[src/rtl/filterbank_mac_sequencer_if.sv]
// Sequencer bus bundle: decimator strobe, history RAM, coefficient ROM, MAC and band outputs.
// sat_flag exists only when FBANK_SAT_EN is defined.
interface filterbank_mac_sequencer_if #(
  parameter int HAW   = 5,
  parameter int CAW   = 8,
  parameter int ACC_W = 24,
  parameter int OUT_W = 8
);
  logic             sample_ready;
  logic [7:0]       sample_in;
  logic             hist_we;
  logic [HAW-1:0]   hist_waddr;
  logic [7:0]       hist_wdata;
  logic [HAW-1:0]   hist_raddr;
  logic [CAW-1:0]   coef_addr;
  logic             mac_en;
  logic             mac_clr;
  logic [ACC_W-1:0] mac_result;
  logic             band_valid;
  logic [2:0]       band_idx;
  logic [OUT_W-1:0] band_data;
  logic             frame_done;
  logic             busy;
  logic             overrun;
`ifdef FBANK_SAT_EN
  logic             sat_flag;
`endif

  modport master (
    input  sample_ready, sample_in, mac_result,
`ifdef FBANK_SAT_EN
    output sat_flag,
`endif
    output hist_we, hist_waddr, hist_wdata, hist_raddr, coef_addr,
    output mac_en, mac_clr, band_valid, band_idx, band_data,
    output frame_done, busy, overrun
  );

  modport slave (
    output sample_ready, sample_in, mac_result,
`ifdef FBANK_SAT_EN
    input  sat_flag,
`endif
    input  hist_we, hist_waddr, hist_wdata, hist_raddr, coef_addr,
    input  mac_en, mac_clr, band_valid, band_idx, band_data,
    input  frame_done, busy, overrun
  );
endinterface

[src/rtl/filterbank_mac_sequencer.sv]
// Shares one MAC, coefficient ROM and history RAM across NUM_BANDS FIR bands, one frame per sample.
// Optional FBANK_SAT_EN: clamp band outputs instead of truncating, and drive sat_flag.
module filterbank_mac_sequencer #(
  parameter int NUM_BANDS = 5,
  parameter int NUM_TAPS  = 31,
  parameter int HAW       = 5,
  parameter int CAW       = 8,
  parameter int ACC_W     = 24,
  parameter int SHIFT     = 10,
  parameter int OUT_W     = 8,
  parameter int MAC_LAT   = 1
) (
  input logic                         clk,
  input logic                         reset,
  filterbank_mac_sequencer_if.master  bus
);

  typedef enum logic [2:0] {S_IDLE, S_WRITE, S_ISSUE, S_WAIT, S_CAPTURE, S_DONE} state_t;
  localparam int WW = (MAC_LAT > 1) ? $clog2(MAC_LAT) : 1;

  state_t           state_q, state_d;
  logic [HAW-1:0]   tap_q, tap_d;
  logic [2:0]       band_q, band_d;
  logic [WW-1:0]    wait_q, wait_d;
  logic [HAW-1:0]   wptr_q, wptr_d;
  logic [HAW-1:0]   newest_q, newest_d;
  logic             load_addr_s;
  logic             hist_we_q, hist_we_d;
  logic [HAW-1:0]   hist_waddr_q, hist_waddr_d;
  logic [7:0]       hist_wdata_q, hist_wdata_d;
  logic [HAW-1:0]   hist_raddr_q, hist_raddr_d;
  logic [CAW-1:0]   coef_addr_q, coef_addr_d;
  logic             mac_en_q, mac_en_d;
  logic             mac_clr_q, mac_clr_d;
  logic             band_valid_q, band_valid_d;
  logic [2:0]       band_idx_q, band_idx_d;
  logic [OUT_W-1:0] band_data_q, band_data_d;
  logic             frame_done_q, frame_done_d;
  logic             busy_q, busy_d;
  logic             overrun_q, overrun_d;

`ifdef FBANK_SAT_EN
  localparam logic signed [ACC_W-1:0] SAT_MAX = ACC_W'((2 ** (OUT_W - 1)) - 1);
  localparam logic signed [ACC_W-1:0] SAT_MIN = ~SAT_MAX;
  logic sat_flag_q, sat_flag_d;

  // Returns {clamped, value} for the shifted accumulator.
  function automatic logic [OUT_W:0] sat_scale(input logic signed [ACC_W-1:0] acc);
    logic signed [ACC_W-1:0] sh;
    sh = acc >>> SHIFT;
    if (sh > SAT_MAX) begin
      return {1'b1, SAT_MAX[OUT_W-1:0]};
    end else if (sh < SAT_MIN) begin
      return {1'b1, SAT_MIN[OUT_W-1:0]};
    end else begin
      return {1'b0, sh[OUT_W-1:0]};
    end
  endfunction
`endif

  // Next-state and next-output computation for the frame sequencer.
  always_comb begin
    state_d      = state_q;
    tap_d        = tap_q;
    band_d       = band_q;
    wait_d       = wait_q;
    wptr_d       = wptr_q;
    newest_d     = newest_q;
    load_addr_s  = 1'b0;
    hist_we_d    = 1'b0;
    hist_waddr_d = hist_waddr_q;
    hist_wdata_d = hist_wdata_q;
    hist_raddr_d = hist_raddr_q;
    coef_addr_d  = coef_addr_q;
    // ROM/RAM read data lags the address by a cycle, so the MAC enable follows the issue cycle.
    mac_en_d     = (state_q == S_ISSUE);
    mac_clr_d    = (state_q == S_ISSUE) && (tap_q == HAW'(0));
    band_valid_d = 1'b0;
    band_idx_d   = band_idx_q;
    band_data_d  = band_data_q;
    frame_done_d = 1'b0;
    overrun_d    = overrun_q | (bus.sample_ready && (state_q != S_IDLE));
`ifdef FBANK_SAT_EN
    sat_flag_d   = sat_flag_q;
`endif

    case (state_q)
      S_IDLE: begin
        if (bus.sample_ready) begin
          state_d      = S_WRITE;
          hist_we_d    = 1'b1;
          hist_waddr_d = wptr_q;
          hist_wdata_d = bus.sample_in;
          newest_d     = wptr_q;
          wptr_d       = wptr_q + HAW'(1);
        end else begin
          state_d = S_IDLE;
        end
      end
      S_WRITE: begin
        state_d     = S_ISSUE;
        tap_d       = HAW'(0);
        band_d      = 3'd0;
        load_addr_s = 1'b1;
      end
      S_ISSUE: begin
        if (tap_q == HAW'(NUM_TAPS - 1)) begin
          state_d = S_WAIT;
          wait_d  = WW'(MAC_LAT - 1);
        end else begin
          tap_d       = tap_q + HAW'(1);
          load_addr_s = 1'b1;
        end
      end
      S_WAIT: begin
        if (wait_q == WW'(0)) begin
          state_d      = S_CAPTURE;
          band_valid_d = 1'b1;
          band_idx_d   = band_q;
`ifdef FBANK_SAT_EN
          {sat_flag_d, band_data_d} = sat_scale(bus.mac_result);
`else
          band_data_d  = OUT_W'($signed(bus.mac_result) >>> SHIFT);
`endif
        end else begin
          wait_d = wait_q - WW'(1);
        end
      end
      S_CAPTURE: begin
        if (band_q == 3'(NUM_BANDS - 1)) begin
          state_d      = S_DONE;
          frame_done_d = 1'b1;
        end else begin
          state_d     = S_ISSUE;
          band_d      = band_q + 3'd1;
          tap_d       = HAW'(0);
          load_addr_s = 1'b1;
        end
      end
      S_DONE: begin
        state_d = S_IDLE;
      end
      default: begin
        state_d = S_IDLE;
      end
    endcase

    if (load_addr_s) begin
      hist_raddr_d = newest_d - tap_d;
      coef_addr_d  = CAW'(32'(band_d) * NUM_TAPS + 32'(tap_d));
    end else begin
      hist_raddr_d = hist_raddr_q;
      coef_addr_d  = coef_addr_q;
    end

    busy_d = (state_d != S_IDLE);
  end

  // State, pointer and registered-output flops with synchronous reset.
  always_ff @(posedge clk) begin
    if (reset) begin
      state_q      <= S_IDLE;
      tap_q        <= HAW'(0);
      band_q       <= 3'd0;
      wait_q       <= WW'(0);
      wptr_q       <= HAW'(0);
      newest_q     <= HAW'(0);
      hist_we_q    <= 1'b0;
      hist_waddr_q <= HAW'(0);
      hist_wdata_q <= 8'd0;
      hist_raddr_q <= HAW'(0);
      coef_addr_q  <= CAW'(0);
      mac_en_q     <= 1'b0;
      mac_clr_q    <= 1'b0;
      band_valid_q <= 1'b0;
      band_idx_q   <= 3'd0;
      band_data_q  <= OUT_W'(0);
      frame_done_q <= 1'b0;
      busy_q       <= 1'b0;
      overrun_q    <= 1'b0;
`ifdef FBANK_SAT_EN
      sat_flag_q   <= 1'b0;
`endif
    end else begin
      state_q      <= state_d;
      tap_q        <= tap_d;
      band_q       <= band_d;
      wait_q       <= wait_d;
      wptr_q       <= wptr_d;
      newest_q     <= newest_d;
      hist_we_q    <= hist_we_d;
      hist_waddr_q <= hist_waddr_d;
      hist_wdata_q <= hist_wdata_d;
      hist_raddr_q <= hist_raddr_d;
      coef_addr_q  <= coef_addr_d;
      mac_en_q     <= mac_en_d;
      mac_clr_q    <= mac_clr_d;
      band_valid_q <= band_valid_d;
      band_idx_q   <= band_idx_d;
      band_data_q  <= band_data_d;
      frame_done_q <= frame_done_d;
      busy_q       <= busy_d;
      overrun_q    <= overrun_d;
`ifdef FBANK_SAT_EN
      sat_flag_q   <= sat_flag_d;
`endif
    end
  end

  assign bus.hist_we    = hist_we_q;
  assign bus.hist_waddr = hist_waddr_q;
  assign bus.hist_wdata = hist_wdata_q;
  assign bus.hist_raddr = hist_raddr_q;
  assign bus.coef_addr  = coef_addr_q;
  assign bus.mac_en     = mac_en_q;
  assign bus.mac_clr    = mac_clr_q;
  assign bus.band_valid = band_valid_q;
  assign bus.band_idx   = band_idx_q;
  assign bus.band_data  = band_data_q;
  assign bus.frame_done = frame_done_q;
  assign bus.busy       = busy_q;
  assign bus.overrun    = overrun_q;
`ifdef FBANK_SAT_EN
  assign bus.sat_flag   = sat_flag_q;
`endif

endmodule
[src/flat_wrapper.sv]
// flat-port wrapper written by rule: the top's interface ports become plain ports
module filterbank_mac_sequencer_flat 
#(
  parameter int NUM_BANDS = 5,
  parameter int NUM_TAPS  = 31,
  parameter int HAW       = 5,
  parameter int CAW       = 8,
  parameter int ACC_W     = 24,
  parameter int SHIFT     = 10,
  parameter int OUT_W     = 8,
  parameter int MAC_LAT   = 1
)
  (clk, reset, bus_sample_ready, bus_sample_in, bus_mac_result, bus_hist_we, bus_hist_waddr, bus_hist_wdata, bus_hist_raddr, bus_coef_addr, bus_mac_en, bus_mac_clr, bus_band_valid, bus_band_idx, bus_band_data, bus_frame_done, bus_busy, bus_overrun);
  filterbank_mac_sequencer_if #(.HAW(HAW), .CAW(CAW), .ACC_W(ACC_W), .OUT_W(OUT_W)) bus_i ();
  input logic clk;
  input logic reset;
  input wire logic [$bits(bus_i.sample_ready)-1:0] bus_sample_ready;
  input wire logic [$bits(bus_i.sample_in)-1:0] bus_sample_in;
  input wire logic [$bits(bus_i.mac_result)-1:0] bus_mac_result;
  output wire logic [$bits(bus_i.hist_we)-1:0] bus_hist_we;
  output wire logic [$bits(bus_i.hist_waddr)-1:0] bus_hist_waddr;
  output wire logic [$bits(bus_i.hist_wdata)-1:0] bus_hist_wdata;
  output wire logic [$bits(bus_i.hist_raddr)-1:0] bus_hist_raddr;
  output wire logic [$bits(bus_i.coef_addr)-1:0] bus_coef_addr;
  output wire logic [$bits(bus_i.mac_en)-1:0] bus_mac_en;
  output wire logic [$bits(bus_i.mac_clr)-1:0] bus_mac_clr;
  output wire logic [$bits(bus_i.band_valid)-1:0] bus_band_valid;
  output wire logic [$bits(bus_i.band_idx)-1:0] bus_band_idx;
  output wire logic [$bits(bus_i.band_data)-1:0] bus_band_data;
  output wire logic [$bits(bus_i.frame_done)-1:0] bus_frame_done;
  output wire logic [$bits(bus_i.busy)-1:0] bus_busy;
  output wire logic [$bits(bus_i.overrun)-1:0] bus_overrun;
  assign bus_i.sample_ready = bus_sample_ready;
  assign bus_i.sample_in = bus_sample_in;
  assign bus_i.mac_result = bus_mac_result;
  assign bus_hist_we = bus_i.hist_we;
  assign bus_hist_waddr = bus_i.hist_waddr;
  assign bus_hist_wdata = bus_i.hist_wdata;
  assign bus_hist_raddr = bus_i.hist_raddr;
  assign bus_coef_addr = bus_i.coef_addr;
  assign bus_mac_en = bus_i.mac_en;
  assign bus_mac_clr = bus_i.mac_clr;
  assign bus_band_valid = bus_i.band_valid;
  assign bus_band_idx = bus_i.band_idx;
  assign bus_band_data = bus_i.band_data;
  assign bus_frame_done = bus_i.frame_done;
  assign bus_busy = bus_i.busy;
  assign bus_overrun = bus_i.overrun;
  filterbank_mac_sequencer #(.NUM_BANDS(NUM_BANDS), .NUM_TAPS(NUM_TAPS), .HAW(HAW), .CAW(CAW), .ACC_W(ACC_W), .SHIFT(SHIFT), .OUT_W(OUT_W), .MAC_LAT(MAC_LAT)) u_core (.clk(clk), .reset(reset), .bus(bus_i));
endmodule
[config.mk]
export PLATFORM = sky130hd
export DESIGN_NAME = filterbank_mac_sequencer_flat
export DESIGN_NICKNAME = d
export VERILOG_FILES = /design/src/rtl/filterbank_mac_sequencer_if.sv /design/src/rtl/filterbank_mac_sequencer.sv /design/src/flat_wrapper.sv
export SDC_FILE = /design/constraint.sdc
export NUM_CORES = 1
export LEC_CHECK = 0
export CAP_MARGIN = 20
export CORE_MARGIN = 4
export CORE_UTILIZATION = 49
export CTS_CLUSTER_DIAMETER = 30
export DETAILED_ROUTE_END_ITERATION = 7
export GPL_TIMING_DRIVEN = 1
export PLACE_DENSITY = 0.86
export SYNTH_ARGS = -nofsm -noshare
export SYNTH_HDL_FRONTEND = slang
export SYNTH_SLANG_ARGS = --single-unit
[constraint.sdc]
create_clock -name clk -period 5 [get_ports clk]
set_clock_uncertainty 0.2 [all_clocks]
set_input_delay 0.5 -clock clk [delete_from_list [all_inputs] [get_ports clk]]
set_output_delay 0.5 -clock clk [all_outputs]
set_load 0.01 [all_outputs]
== After elaboration in Yosys (flattened, before gate mapping) ==
Cells that the tools add are included.

* Flip-flop bits (word level): 66
* Bits of input ports: 35
* Logic and storage cells: 72

* $add $sub $neg: 6
* $mul: 1
* Eq/ne operators: 7
* Multiplexer cells: 21
* Bitwise operators: 5
* Reduce and logical (&&, ||, !) cells: 13

{| class="wikitable"
|+ Operators by type and width
! operator !! number
|-
| $mux 5 || 4
|-
| $pmux 3 s5 || 1
|-
| $pmux 5 s3 || 1
|-
| $mux 3 || 4
|-
| $add 5x1->5 const B || 2
|-
| $add 8x5->8 || 1
|-
| $mul 3x5->8 const B || 1
|-
| $mux 1 || 8
|-
| $eq 3x2->1 const B || 2
|-
| $eq 3x3->1 const B || 2
|-
| $pmux 3 s2 || 1
|-
| $reduce_and 2->1 || 3
|-
| $reduce_bool 3->1 || 2
|-
| $reduce_or 2->1 || 3
|-
| $eq 5x5->1 const B || 1
|-
| $logic_not 5->1 || 1
|-
| $sub 5x5->5 || 1
|-
| $not 1->1 || 4
|-
| $add 3x1->3 const B || 1
|-
| $eq 3x1->1 const B || 1
|-
| $logic_not 3->1 || 1
|-
| $pmux 1 s3 || 1
|-
| $logic_and 1x1->1 || 2
|-
| $ne 2x2->1 const B || 1
|-
| 4 further kinds || 4
|}

== Depth between registers and ports, before layout ==
Gate-level depths: netlist of the first run.

* Depth after elaboration: 5
* Gate-level depth with buffers: 17

== Least setup slack after synthesis of the first run ==
OpenSTA, ideal clock, no wires.

* Path type: register to register
* Start: register u_core.band_q[0]
* End: register u_core.coef_addr_q[7], in the netlist u_core.bus.coef_addr[7]
* Arrival: 3.620 ns
* Path slack: 1.058 ns
* Cell stages (with the launch flop): 18
* Buffers on the path: 0
* Clock period less this slack: 3.942 ns
* Path through: dfxtp_1 -> inv_1 -> ha_1 -> nand2_1 -> a21oi_1 -> o21a_1 -> a21oi_1 -> inv_1 -> fa_1 -> inv_1 -> fa_1 -> inv_1 -> fa_1 -> a21o_1 -> a21oi_1 -> o21ai_0 -> xnor2_1 -> o22ai_1

* Longest elaborated chain between the ends: 5

{| class="wikitable"
|+ Ends and longest elaborated chain
! element !! line !! text
|-
| from (decl) || filterbank_mac_sequencer.sv:23 || <nowiki>logic [2:0] band_q, band_d;</nowiki>
|-
| from (signal assigned) || filterbank_mac_sequencer.sv:187 || <nowiki>band_q <= band_d;</nowiki>
|-
| $add 3x1->3 or $eq 3x3->1 (tied branches) || filterbank_mac_sequencer.sv:135, filterbank_mac_sequencer.sv:130 ||
|-
| $mux 3 || filterbank_mac_sequencer.sv:130 || <nowiki>if (band_q == 3'(NUM_BANDS - 1)) begin</nowiki>
|-
| $pmux 3 s2 * || filterbank_mac_sequencer.sv:87 || <nowiki>case (state_q)</nowiki>
|-
| named net u_core.band_d[0] || filterbank_mac_sequencer.sv:23 ||
|-
| $mul 3x5->8 * || filterbank_mac_sequencer.sv:150 || <nowiki>coef_addr_d = CAW'(32'(band_d) * NUM_TAPS + 32'(tap_d));</nowiki>
|-
| $add 8x5->8 * || filterbank_mac_sequencer.sv:150 ||
|-
| to (signal assigned) || filterbank_mac_sequencer.sv:195 || <nowiki>coef_addr_q <= coef_addr_d;</nowiki>
|-
| to (decl) || filterbank_mac_sequencer.sv:32 || <nowiki>logic [CAW-1:0] coef_addr_q, coef_addr_d;</nowiki>
|}

Mark *: on every way through the listed nets, which the timed path passes. The rest lies on a longest branch.
A chain may end at the register's enable or synchronous reset.

== Worst setup path after layout of the first run ==
* Start: register u_core.state_q[0]
* End: register u_core.coef_addr_q[7], in the netlist u_core.bus.coef_addr[7]

* Longest elaborated chain between the ends: 4

{| class="wikitable"
|+ Ends and longest elaborated chain
! element !! line !! text
|-
| from (decl) || filterbank_mac_sequencer.sv:21 || <nowiki>state_t state_q, state_d;</nowiki>
|-
| from (signal assigned) || filterbank_mac_sequencer.sv:185 || <nowiki>state_q <= state_d;</nowiki>
|-
| $eq 3x3->1 or $eq 3x1->1 (tied branches) || filterbank_mac_sequencer.sv:87 ||
|-
| $pmux 3 s2 * || filterbank_mac_sequencer.sv:87 ||
|-
| named net u_core.band_d[0] || filterbank_mac_sequencer.sv:23 ||
|-
| $mul 3x5->8 * || filterbank_mac_sequencer.sv:150 ||
|-
| $add 8x5->8 * || filterbank_mac_sequencer.sv:150 ||
|}

Marked as above.

==> summary.md, run 1 <==
| Metric | Value |
|---|---|
| Status | `completed` |
| Setup Buffers After CTS | `0` |
| Crit. End Element | `flop` |
| Area Growth Syn to Fin | `26.8%` |
| Syn Std Cell Area | `0.00314 sq mm` |
| Routed vias/inst | `5.26` |
| DP Cell Count | `475` |
| TritonCTS clock tree | `yes` |
| Crit path kind | `flop to flop` |
| Post-CTS Hold Buffers | `0` |
| CP Launch Point | `u_core.state_q[0]` |
| Dpl hpwl | `4590 microns` |
| H-tree depth | `3` |
| DR vias | `2,586` |
| Worst path slowest cell | `dfxtp_1` |
| Num CTS Buffers | `9` |
| Worst Path Max Fanout | `17` |
| Slew Limit Headroom | `0.512` |
| FP Rows | `28` |
| Share of layout cells above drive strength 1 | `0.0671` |
| Syn Nets | `419` |
| Largest net degree at the start of global routing | `65` |
| Core footprint | `0.00606 sq mm` |
| Gpl congestion | `0.888` |
| Total GRT Usage | `0.181` |
| Post-CTS sizing | `0` |
| N_diodes | `0` |
| IO Count | `79` |
| Largest delay share family, worst path | `adder cells` |
| Crit Reg-Reg Startpoint | `u_core.state_q[0]` |
| CP cell instances | `or2_4, nor2_1, a22o_1, a21oi_1, inv_1, fa_1, inv_1, fa_1, inv_1, fa_1, a21o_1, a21oi_1, o21ai_0, xnor2_1, o22ai_1` |
| Hold Crit Class | `flop to flop` |
| Post-layout util | `0.656` |
| Die Ht | `88.0 microns` |
| Power Density | `281 mW/mm^2` |
| Post-route cell area | `0.00398 sq mm` |
| Syn_area_per_cell | `8.83 sq um` |
| Met3 GRT Util | `0.0367` |
| Final setup violation count | `0` |
| Initial antenna violation count | `0` |
| Register area | `0.00130 sq mm` |
| GR Util met1 | `0.226` |
| Buffers added on ports | `62` |
| Startpoint Class | `flop` |
| Arrival @ worst endpoint | `4450 ps` |
| Die ar. | `0.00774 sq mm` |
| Setup_tns | `0 ps` |
| Final Max Slew Viols | `0` |
| Number of global-route vias before repair | `2,516` |
| Root buffer cell | `clkbuf_8` |
| Routed wire length | `6590 microns` |
| Library cells used by synthesis | `49` |
| Post-synthesis register bit count | `65` |
| Die Wd | `88.0 microns` |
| Initial Util | `0.517` |
| Final #Nets | `476` |
| TritonCTS Sinks | `65` |
| DRC | `0` |
| Final period util | `0.889` |
| First-pass GRT wire length | `11,100 microns` |
| Highest Clock Rate | `225 MHz` |
| Area of the multi-input gates | `0.00167 sq mm` |
| Clock Path Buffers | `2` |
| GR Util met2 | `0.303` |
| Post-DP Area | `0.00377 sq mm` |
| Gr busiest metal | `met2` |
| Drt initial violations | `61` |
| GRT overflow | `0` |
| Pre-antenna DRT Iters | `5` |
| Seq/Total Area, Yosys | `0.415` |
| MaxCap Viol Count | `0` |
| DRT antenna net count | `0` |
| Min Tclk post-route | `4440 ps` |
| Min-delay src | `u_core.bus.band_data[5]` |
| Cells after Synth | `355` |
| Measured slew at the worst slew-check pin | `731 ps` |
| Routed WL per cell | `13.4 microns` |
| VDD IR max | `0.000164 V` |
| Clk slew on worst S/H paths | `60 ps` |
| Final hold violations | `0` |
| RSZ-0062 raised after global routing | `no` |
| # fillers | `492` |
| Required @ worst endpoint | `5010 ps` |
| Pleak | `1.66 nW` |
| Final std cells w/o fill | `492` |
| Overall Power | `1.12 mW` |
| Synth Warn # | `0` |
| Worst-Skew Late Latency | `330 ps` |
| CP bufs+invs | `3` |
| CP max stage delay | `680 ps` |
[kinds of logic (layout without fill, tap and decap cells)]
group,count (synthesis),in the layout,share of synthesized area
simple gates,128,128,0.189
buf+inv,39,101,0.0547
mux,7,7,0.0223
flops,65,65,0.415
fa+ha+maj,29,29,0.132
compound gates,76,76,0.151
xor+xnor,11,11,0.0351
[power by group]
group / switching (mW) / internal [mW]
clock: 0.192 / 0.206
combinational: 0.0841 / 0.0818
sequential: 0.0162 / 0.539
[cells in the final DEF, fill, tap and decap left out, types with 2 or more instances in the layout]
cell             instances
clkbuf_8                11
nor2_1                  38
nor3_1                   2
a22oi_1                  2
xnor2_1                  7
clkinvlp_4               3
nand4_1                  4
o21ai_0                  7
nand3_1                 14
a211oi_1                 6
nand2b_1                 6
dfxtp_1                 65
ha_1                    22
and2b_1                  2
o21a_1                   3
a21oi_1                 40
fa_1                     7
inv_1                   19
mux2i_1                  7
a21o_1                   4
o22ai_1                  2
xor2_1                   3
clkdlybuf4s50_1         61
a21boi_0                 2
buf_4                    3
nand2_1                 48
a211oi_2                 2
nor2b_1                  3
[sequential cells by signal, indices dropped and copies added (netlist names), 3 cells and up]
name / flops
u_core.band_q: 3
u_core.bus.band_idx: 3
u_core.wptr_q: 5
u_core.bus.coef_addr: 8
u_core.bus.hist_waddr: 5
u_core.newest_q: 5
u_core.bus.hist_wdata: 8
u_core.bus.hist_raddr: 5
u_core.state_q: 3
u_core.tap_q: 5
u_core.bus.band_data: 8
[cell usage after synthesis (all sizes together)]
cell type	number	area share
dfxtp	65	0.42
o22a	1	0.0028
and2b	2	0.0048
a21o	4	0.0096
inv	19	0.023
nor4b	2	0.0076
o21a	3	0.0072
nand3b	1	0.0024
nand4	4	0.0080
a22o	1	0.0028
xor2	3	0.0084
o22ai	2	0.0040
and4b	1	0.0032
a211oi	8	0.021
or3	1	0.0020
nor3	2	0.0032
nand2b	6	0.012
nor2b	3	0.0060
a21boi	3	0.0084
a22oi	2	0.0048
xnor3	1	0.0072
o21ai	7	0.011
and4	1	0.0028
clkbuf	11	0.013
mux2i	7	0.022
a41oi	1	0.0028
nor2	38	0.045
or3b	1	0.0028
a21oi	40	0.064
nor3b	1	0.0024
o32ai	1	0.0052
or2	3	0.0068
nand3	14	0.022
xnor2	7	0.020
nand2	48	0.057
o211ai	1	0.0024
a2bb2oi	1	0.0028
a211o	1	0.0028
ha	22	0.088
buf	9	0.019
fa	7	0.045
[final timing paths]
kind	end	slack, ps	cells after the start
worst max-delay path	u_core.bus.coef_addr[7]	560	15
worst min-delay path	u_core.bus.band_data[5]	250	2
worst max register to register	u_core.bus.coef_addr[7]	560	15
worst min register to register	u_core.bus.band_data[5]	250	2
[worst min-delay path: stages (launching register included)]
cell and delay, ps:
dfxtp_1 310, nand2_1 50, a21oi_1 50
[routing by layer]
metal  vias up  routed length [microns]
li1       1310                        -
met1      1206                     3000
met2        61                     3180
met3         9                      297
met4         0                      109
met5         -                        0
[cell type report]
type                    instances  share of cell area
clock buffers                  12              0.0390
clock inverters                 4             0.00692
inverters                      19              0.0179
multi-input cells             251               0.420
flip-flops and latches         65               0.327
well taps                      75              0.0236
repair buffers                 66               0.166
[through the flow]
stage / hold slack (ps) / setup WS (ps)
after detailed placement: 248 / 629
after floorplan: 244 / 1060
final: 254 / 557
after global routing: 270 / 207
after global placement: 242 / 745
after CTS: 257 / 578
(Power assumes the default switching activity.)
==> run 2, diff against run 1 <==
--- a/config.mk
+++ b/config.mk
@@ -7,11 +7,12 @@
 export LEC_CHECK = 0
 export CAP_MARGIN = 20
 export CORE_MARGIN = 4
-export CORE_UTILIZATION = 49
+export CORE_UTILIZATION = 60
 export CTS_CLUSTER_DIAMETER = 30
 export DETAILED_ROUTE_END_ITERATION = 7
+export DONT_BUFFER_PORTS = 1
 export GPL_TIMING_DRIVEN = 1
-export PLACE_DENSITY = 0.86
+export PLACE_DENSITY = 0.82
 export SYNTH_ARGS = -nofsm -noshare
 export SYNTH_HDL_FRONTEND = slang
 export SYNTH_SLANG_ARGS = --single-unit
==> summary.md, run 2 (same netlist as run 1, synthesis figures left out) <==
| Metric | Value |
|---|---|
| Final #Nets | `414 (-13%)` |
| Post-CTS Hold Buffers | `0 (unchanged)` |
| Worst-Skew Late Latency | `330 ps (about the same)` |
| Most frequent cells in the layout | `65 x dfxtp_1, 48 x nand2_1, 40 x a21oi_1` |
| Setup_tns | `0 ps (unchanged)` |
| Worst Path Max Fanout | `5 (-12)` |
| Buffers added on ports | `0 (-100%)` |
| DRT antenna net count | `0 (unchanged)` |
| Final Max Slew Viols | `0 (unchanged)` |
| Pre-antenna DRT Iters | `4 (-1)` |
| Hold Slack | `35.5 ps (-219 ps)` |
| Highest metal used | `met4` |
| Arrival @ worst endpoint | `4440 ps (about the same)` |
| Clock Path Buffers | `2 (unchanged)` |
| DR vias | `2,325 (-10%)` |
| MaxCap Viol Count | `0 (unchanged)` |
| FP Rows | `26 (-7.1%)` |
| Routed vias/inst | `5.47 (+4.1%)` |
| Min Tclk post-route | `4380 ps (-66.9 ps)` |
| Met1 WL | `2550 microns (-15%)` |
| Measured slew at the worst slew-check pin | `696 ps (-35.2 ps)` |
| Routed WL per cell | `13.6 microns (+1.6%)` |
| DR WL met2 | `2760 microns (-13%)` |
| Gpl congestion | `0.801 (-9.8%)` |
| Post-DP Area | `0.00316 sq mm (-16%)` |
| First-pass GRT wire length | `9780 microns (-12%)` |
| TritonCTS Sinks | `65 (unchanged)` |
| Pleak | `1.45 nW (-13%)` |
| Root buffer cell | `clkbuf_8` |
| Startpoint Class | `flop` |
| Initial Util | `0.618 (+0.101)` |
| Hold Crit Class | `input port to flop` |
| Slew Limit Headroom | `0.535 (+0.0224)` |
| CP cell instances | `inv_1, ha_1, nand2_1, a21oi_1, o21a_1, a21oi_1, inv_1, fa_1, inv_1, fa_1, inv_1, fa_1, a21o_1, a21oi_1, o21ai_0, xnor2_1, o22ai_1` |
| Number of global-route vias before repair | `2,286 (-9.1%)` |
| Total GRT Usage | `0.193 (+0.0124)` |
| Crit path kind | `flop to flop` |
| TritonCTS clock tree | `yes` |
| Final period util | `0.875 (-0.0134)` |
| Worst path slowest cell | `fa_1` |
| RSZ-0062 raised after global routing | `no` |
| DRC | `0 (unchanged)` |
| # fillers | `417 (-15%)` |
| GRT overflow | `0 (unchanged)` |
| Largest net degree at the start of global routing | `65 (unchanged)` |
| DP Cell Count | `409 (-14%)` |
| Post-layout util | `0.661 (+0.00538)` |
| Largest delay share family, worst path | `adder cells` |
| Num CTS Buffers | `9 (unchanged)` |
| Final hold violations | `0 (unchanged)` |
| Most common cell after layout, fill and taps aside | `dfxtp_1` |
| Dpl ws | `656 ps (+26.8 ps)` |
| CP bufs+invs | `4 (+1)` |
| Die Wd | `80.3 microns (-8.8%)` |
| IO Count | `79 (unchanged)` |
| Crit. End Element | `flop` |
| Die Ht | `80.3 microns (-8.8%)` |
| Post-route cell area | `0.00336 sq mm (-16%)` |
| H-tree depth | `3 (unchanged)` |
| Highest Clock Rate | `229 MHz (+1.5%)` |
| Area Growth Syn to Fin | `7.02%` |
| Clk slew on worst S/H paths | `70 ps (about the same)` |
| Final setup violation count | `0 (unchanged)` |
| VDD IR max | `0.000188 V (+15%)` |
| WL met3 | `350 microns (+18%)` |
| Status | `completed` |
| N_diodes | `0 (unchanged)` |
| Setup Buffers After CTS | `0 (unchanged)` |
| Final std cells w/o fill | `425 (-14%)` |
| Register area | `0.00130 sq mm (unchanged)` |
| Power Density | `330 mW/mm^2 (+17%)` |
| Required @ worst endpoint | `5060 ps (+50 ps)` |
| Dpl hpwl | `4040 microns (-12%)` |
| Drt initial violations | `145 (+140%)` |
| Share of layout cells above drive strength 1 | `0.0732 (+0.00609)` |
| Final WS setup | `624 ps (+66.9 ps)` |
| CP max stage delay | `550 ps (-130 ps)` |
| Initial antenna violation count | `0 (unchanged)` |
| Area of the multi-input gates | `0.00167 sq mm (unchanged)` |
| CP most frequent cell | `inv_1` |
| Die ar. | `0.00645 sq mm (-17%)` |
| Overall Power | `1.11 mW (-1.1%)` |
| Routed wire length | `5780 microns (-12%)` |
| Core footprint | `0.00507 sq mm (-16%)` |
| Post-CTS sizing | `0 (unchanged)` |
run 2: cell types whose count changed in the layout (fill, tap and decap cells not counted):
cell and change:
clkdlybuf4s50_1 -61, clkinvlp_4 -3, clkinv_4 +2, buf_12 -1, buf_2 -1, buf_4 +1
bufinv_16 +1, clkbuf_1 +1, clkbuf_8 -1
run 2: power by group:
part	internal [mW]	leakage (nW)	switching, mW
clock network	0.245	0.101	0.193
logic	0.0447	0.822	0.0603
registers	0.539	0.528	0.0253
total	0.829	1.45	0.278
run 2: layout make-up:
cell class                 count  share of cell area
inverter                      19              0.0213
sequential                    65               0.388
multi-input combinational    251               0.497
clock buffer                  12              0.0433
tap                           70              0.0261
clock inverter                 4              0.0157
timing repair buffer           4             0.00895
run 2: final timing paths:
path | start | endpoint | slack (ps) | cells after the start
max | u_core.band_q[0] | u_core.bus.coef_addr[7] | 620 | 17
max reg2reg | u_core.band_q[0] | u_core.bus.coef_addr[7] | 620 | 17
min | reset | u_core.bus.band_idx[2] | 40 | 1
min reg2reg | u_core.newest_q[3] | u_core.newest_q[3] | 260 | 2
run 2: metal layers:
metal | vias up | global-route usage
li1 | 1190 | -
met1 | 1066 | 0.222
met2 | 55 | 0.328
met3 | 14 | 0.0538
met4 | 0 | 0.0963
met5 | - | 0
